File: src/rtl/caliptra_prim_prio_dispatch.sv
// caliptra_prim_prio_dispatch: sticky pending-request tracker that registers the max-tree winner
// as a grant, offers it on a valid/ready handshake and clears the winner's flag on accept.
module caliptra_prim_prio_dispatch #(
    parameter int NumSrc    = 32,
    parameter int Width     = 8,
    parameter int GapCycles = 2,
    parameter int SrcWidth  = $clog2(NumSrc)
) (
    input  logic                clk_i,
    input  logic                rst_i,
    input  logic [NumSrc-1:0]   req_i,
    input  logic [NumSrc-1:0]   en_i,
    input  logic                clr_i,
    input  logic [Width-1:0]    thresh_i,
    output logic [NumSrc-1:0]   pend_o,
    input  logic                max_valid_i,
    input  logic [SrcWidth-1:0] max_idx_i,
    input  logic [Width-1:0]    max_value_i,
    output logic                gnt_valid_o,
    input  logic                gnt_ready_i,
    output logic [SrcWidth-1:0] gnt_idx_o,
    output logic [Width-1:0]    gnt_value_o,
    output logic                busy_o
);

    typedef enum logic [1:0] {IDLE, OFFER, GAP} state_e;

    state_e              state_q, state_d;
    logic [NumSrc-1:0]   pend_q, pend_d, acc_mask;
    logic [SrcWidth-1:0] gnt_idx_q, gnt_idx_d;
    logic [Width-1:0]    gnt_value_q, gnt_value_d;
    logic                accept, win_ok, gap_done;

    assign accept   = (state_q == OFFER) && gnt_ready_i;
    assign acc_mask = accept ? (NumSrc'(1) << gnt_idx_q) : '0;
    // New requests are ORed in last so a same-cycle set beats accept/flush clears.
    assign pend_d   = (pend_q & ~({NumSrc{clr_i}} | acc_mask)) | req_i;
    assign win_ok   = max_valid_i && (max_value_i > thresh_i) &&
                      ({1'b0, max_idx_i} < (SrcWidth+1)'(NumSrc));

    always_comb begin
        state_d     = state_q;
        gnt_idx_d   = gnt_idx_q;
        gnt_value_d = gnt_value_q;
        case (state_q)
            IDLE: begin
                if (win_ok) begin
                    state_d     = OFFER;
                    gnt_idx_d   = max_idx_i;
                    gnt_value_d = max_value_i;
                end
            end
            OFFER: begin
                if (gnt_ready_i) begin
                    if (GapCycles > 0) state_d = GAP;
                    else               state_d = IDLE;
                end
            end
            GAP:     if (gap_done) state_d = IDLE;
            default: state_d = IDLE;
        endcase
    end

    always_ff @(posedge clk_i) begin
        if (rst_i) begin
            state_q     <= IDLE;
            pend_q      <= '0;
            gnt_idx_q   <= '0;
            gnt_value_q <= '0;
        end else begin
            state_q     <= state_d;
            pend_q      <= pend_d;
            gnt_idx_q   <= gnt_idx_d;
            gnt_value_q <= gnt_value_d;
        end
    end

    if (GapCycles > 0) begin : g_gap
        localparam int CntW = $clog2(GapCycles + 1);
        logic [CntW-1:0] cnt_q;
        always_ff @(posedge clk_i) begin
            if (rst_i)                              cnt_q <= '0;
            else if (accept)                        cnt_q <= CntW'(GapCycles - 1);
            else if (state_q == GAP && cnt_q != '0) cnt_q <= cnt_q - 1'b1;
        end
        assign gap_done = (cnt_q == '0);
    end else begin : g_nogap
        assign gap_done = 1'b1;
    end

    assign pend_o      = pend_q & en_i;
    assign gnt_valid_o = (state_q == OFFER);
    assign gnt_idx_o   = gnt_idx_q;
    assign gnt_value_o = gnt_value_q;
    assign busy_o      = (state_q != IDLE);

endmodule
File: config.mk
export PLATFORM = sky130hd
export DESIGN_NAME = caliptra_prim_prio_dispatch
export DESIGN_NICKNAME = d
export VERILOG_FILES = /design/src/rtl/caliptra_prim_prio_dispatch.sv
export SDC_FILE = /design/constraint.sdc
export NUM_CORES = 1
export LEC_CHECK = 0
export BUFFER_PORTS_ARGS = -buffer_cell sky130_fd_sc_hd__buf_2
export CAP_MARGIN = 15
export CORE_MARGIN = 2
export CORE_UTILIZATION = 49
export CTS_BUF_LIST = sky130_fd_sc_hd__clkbuf_4
export DETAILED_ROUTE_END_ITERATION = 7
export PLACE_DENSITY_LB_ADDON = 0.3
export SETUP_SLACK_MARGIN = 0.4
export SLEW_MARGIN = 10
export SYNTH_ARGS = -nofsm -noshare
export SYNTH_HDL_FRONTEND = slang
export SYNTH_SLANG_ARGS = --single-unit
export TNS_END_PERCENT = 1
File: constraint.sdc
create_clock -name clk_i -period 5.74 [get_ports clk_i]
set_clock_uncertainty 0.2 [all_clocks]
set_input_delay 1.435 -clock clk_i [delete_from_list [all_inputs] [get_ports clk_i]]
set_output_delay 1.435 -clock clk_i [all_outputs]
set_load 0.05 [all_outputs]
## Yosys cells after proc, flatten, opt, wreduce, memory -nomap -nowiden

Cells that the tools add are included.

- Bitwise gates (word level): 5
- Add/subtract/negate cells: 1
- Muxes and demuxes: 7
- Shifts and indexed selects: 1
- Reduce and logical (&&, ||, !) cells: 11
- Order comparisons: 1
- Eq/ne operators: 5

Operators with widths:

| kind | number |
|---|---|
| $and A32 B32 Y32 | 2 |
| $or A32 B32 Y32 | 2 |
| $mux W32 | 1 |
| $not A32 Y32 | 1 |
| $shl A1 B5 Y32 const A | 1 |
| $gt A8 B8 Y1 | 1 |
| $mux W2 | 3 |
| $pmux W2 S3 | 1 |
| $reduce_bool A2 Y1 | 3 |
| $logic_not A2 Y1 | 2 |
| $ne A2 B2 Y1 const B | 2 |
| $logic_and A1 B1 Y1 | 3 |
| $reduce_and A3 Y1 | 1 |
| $eq A2 B1 Y1 const B | 1 |
| $eq A2 B2 Y1 const B | 1 |
| $mux W1 | 2 |
| $ne A2 B1 Y1 const B | 1 |
| $reduce_and A2 Y1 | 1 |
| $reduce_or A2 Y1 | 1 |
| $sub A2 B1 Y2 const B | 1 |

- Output and inout port bits: 47
- Register bits: 49

## Depth between registers and ports, before layout

- Depth in word-level cells: 7
- Mapped depth: 8
- Gate-level depth less buffers: 7

## Least setup slack after synthesis

Ideal clock, no wire load.

- Kind: in2out
- From: input port en_i[0]
- To: output port pend_o[0]
- Path slack: 2.263 ns
- Path buffers: 0
- Required time: 4.105 ns
- Arrival time: 1.842 ns
- Cell stages on the path: 1
- Cell sequence: and2_1

- Longest elaborated chain between the ends: 1

RTL lines:

| what | line | text |
|---|---|---|
| start, declared | 12 | `input logic [NumSrc-1:0] en_i,` |
| $and A32 B32 Y32 | 91 | `assign pend_o = pend_q & en_i;` |
| end, declared | 15 | `output logic [NumSrc-1:0] pend_o,` |

Every way passes these cells.

## Worst setup path after layout

- From: input port en_i[28]
- To: output port pend_o[28]

The elaborated chain is that of the path after synthesis.

==> summary.md <==
| Metric | Value |
|---|---|
| Power Density | 225 nW/um^2 |
| HPWL after DPL | 4.77 mm |
| DIE AREA | 5580 sq um |
| Die height | 74.7 microns |
| Max Cap Viol | 0 |
| Tcrit/Tclk final | 61.3% |
| Worst path buffer plus inverter count | 2 |
| Core box area | 4790 sq um |
| Post-DRT Antenna Nets | 0 |
| #FFs+latches synth | 49 |
| Antenna diodes | 0 |
| Syn_nets | 393 |
| Largest net degree at the start of global routing | 63 |
| Number of cells on the worst hold path | 2 |
| Global Route Usage Sum | 22.5% |
| Via count | 2462 |
| Final hold violation count | 0 |
| PortBufs | 136 |
| Wirelength, routed | 6.24 mm |
| Inst Count DP | 483 |
| First DRT Iteration DRCs | 104 |
| Commonest cells after routing, fill and taps aside | buf_2, dfxtp_1, nor2_1 |
| Wire per inst | 12.7 microns |
| Post-layout instance count excluding filler cells | 491 |
| Final worst setup slack | 2.22 ns |
| Synth cell types | 31 |
| Share of the synthesized area in the top cell type | 40.0% |
| Hold Crit Start | gnt_value_o[7] |
| Crit path arrival time | 1.88 ns |
| Die W | 74.7 microns |
| CP top delay family | buffers and inverters |
| Startpoint Class | input port |
| Slew Viols, Final | 0 |
| Outcome | complete, no violations |
| Total negative slack | 0 ns |
| Longest Clk Path Bufs | 2 |
| NumNets Final | 522 |
| Flop2flop setup slack | 3.74 ns |
| Initial core utilization | 51.2% |
| Setup violators final | 0 |
| 1st-pass router iterations | 4 |
| Io pins | 137 |
| Largest stage delay on the critical path | 0.26 ns |
| Setup bufs post-CTS | 0 |
| Root buffer cell | clkbuf_4 |
| Sink Count | 49 |
| Sequential cell area fraction in the yosys report | 40.0% |
| Global route overflow | 0 |
| Syn_area_per_cell | 8.34 sq um |
| Synth warnings | 0 |
| CTS resizes | 0 |
| Clock period minus worst slack | 3.52 ns |
| CP Cell Sequence | buf_2, and2_1, buf_2 |
| Worst path required time | 4.11 ns |
| Clock transition at the registers of the reported paths | 0.12 ns |
| CTS Buf Count | 5 |
| Critical Path Sink Type | output port |
| Via/cell ratio | 5.01 |
| Most common cell after layout, fill and taps aside | buf_2 |
| RePlAce Congestion | 0.797 |
| Clock Latency Late Sink | 0.37 ns |
| Crit-path most repeated cell | buf_2 |
| Worst Tran Pin Value | 0.980 ns |
| Slew headroom | 34.6% |
| CTS tree | done |
| Leakage | 1.60 nW |
| Synth top area cells | dfxtp_1, a31oi_1, and2_1 |
| Post-synthesis instance total | 294 |
| Reg2Reg Depth | 5 |
| Hold Path End | gnt_value_o[7] |
| Pre-CTS setup slack | 2.20 ns |
| Reg2reg end | pend_q[23] |
| DRC | 0 |
| Share of post-route cells with drive strength above 1 | 36.3% |
| Post-synth top area cell | dfxtp_1 |
| First-pass GRT wire length | 9.71 mm |
| Crit-path max FO | 1 |
| Vias in the first global route | 2259 |
| P&R area growth vs syn | 30.8% |
| H-tree lvl count | 2 |
| Initial antenna violation count | 0 |
| Max frequency | 284 MHz |
| Syn Std Cell Area | 2450 sq um |
| RSZ-0062 raised after global routing | no |
| Max IR drop VDD | 0.155 mV |
| Critical path type | input port to output port |
| CP max-delay cell | buf_2 |
| Rows | 25 |
| Min-Delay Path Class | flip-flop to flip-flop |
| RR Startpoint | gnt_idx_o[2] |
| Filler Cell Count | 455 |
| Hold-fix buffers, CTS | 0 |
## worst max path at each step
stage,start,end,cells after the start
after floorplan,en_i[0],pend_o[0],1
after global placement,en_i[27],pend_o[27],3
after detailed placement,thresh_i[1],gnt_value_o[1],8
after CTS,en_i[7],pend_o[7],3
after global routing,en_i[25],pend_o[25],3
final,en_i[28],pend_o[28],3
## cells in the mapped netlist, drive strengths merged
| master | instances |
|---|---|
| o211ai | 1 |
| dfxtp | 49 |
| or2 | 1 |
| nand3 | 8 |
| inv | 12 |
| buf | 6 |
| xnor2 | 1 |
| nor3b | 4 |
| a211oi | 2 |
| a31oi | 32 |
| ha | 9 |
| nand2 | 28 |
| nand3b | 1 |
| nand4b | 1 |
| nand2b | 27 |
| nor4 | 1 |
| o21ai | 1 |
| a21oi | 3 |
| and2 | 32 |
| a41oi | 1 |
| nor3 | 2 |
| clkbuf | 8 |
| nand4 | 2 |
| nor2 | 39 |
| a2111oi | 1 |
| a21o | 1 |
| nor2b | 8 |
| mux2i | 13 |
## worst min-delay path, stage by stage, from the launching register on
cell and delay, ns:
dfxtp_1 0.33, nand2b_1 0.06, mux2i_1 0.06
## routing by layer
layer  routed length [microns]  track usage (%)  vias to the layer above
li1                          -                -                     1247
met1                      2510             25.9                     1112
met2                      3150             39.8                       95
met3                       490             6.29                        8
met4                        92             8.13                        0
met5                         0                0                        -
## sequential cells by signal, summed over array words and instances, names as in the netlist
signal and count:
gnt_value_o 8, gnt_idx_o 5, state_q 2, g_gap.cnt_q 2, pend_q 32
## through the flow
| stage | util [%] | instance area (sq um) | power, mW | hold WS (ns) |
|---|---|---|---|---|
| 6_report | 67.0 | 3210 | 0.722 | 0.286 |
| 5_1_grt | 67.0 | 3210 | 0.760 | 0.312 |
| 4_1_cts | 67.0 | 3210 | 0.729 | 0.290 |
| 3_5_place_dp | 65.8 | 3150 | 0.575 | 0.265 |
| 3_3_place_gp | 65.8 | 3150 | 0.570 | 0.258 |
| 2_1_floorplan | - | 2450 | 0.515 | 0.253 |
## cell type report
type / count / area [sq um] / share of cell area (%)
Sequential cell: 49 / 981 / 30.6
Tap cell: 67 / 83.8 / 2.62
Clock inverter: 3 / 17.5 / 0.546
Clock buffer: 5 / 37.5 / 1.17
Inverter: 12 / 45.0 / 1.41
Timing Repair Buffer: 136 / 681 / 21.2
Multi-Input combinational cell: 219 / 1360 / 42.4
## cell families after synthesis
kind of cell	share of synthesized area [%]
compound gates	11.3
flops	40.0
fa+ha+maj	4.59
mux	5.31
xor+xnor	0.357
simple gates	33.9
buf+inv	4.49
## where the power goes
group / leakage, nW / switching, mW / internal (mW)
clock network: 0.0326 / 0.109 / 0.0466
logic: 1.17 / 0.119 / 0.0681
registers: 0.406 / 0.0173 / 0.362
No activity file was read; power rests on OpenSTA's default activity.
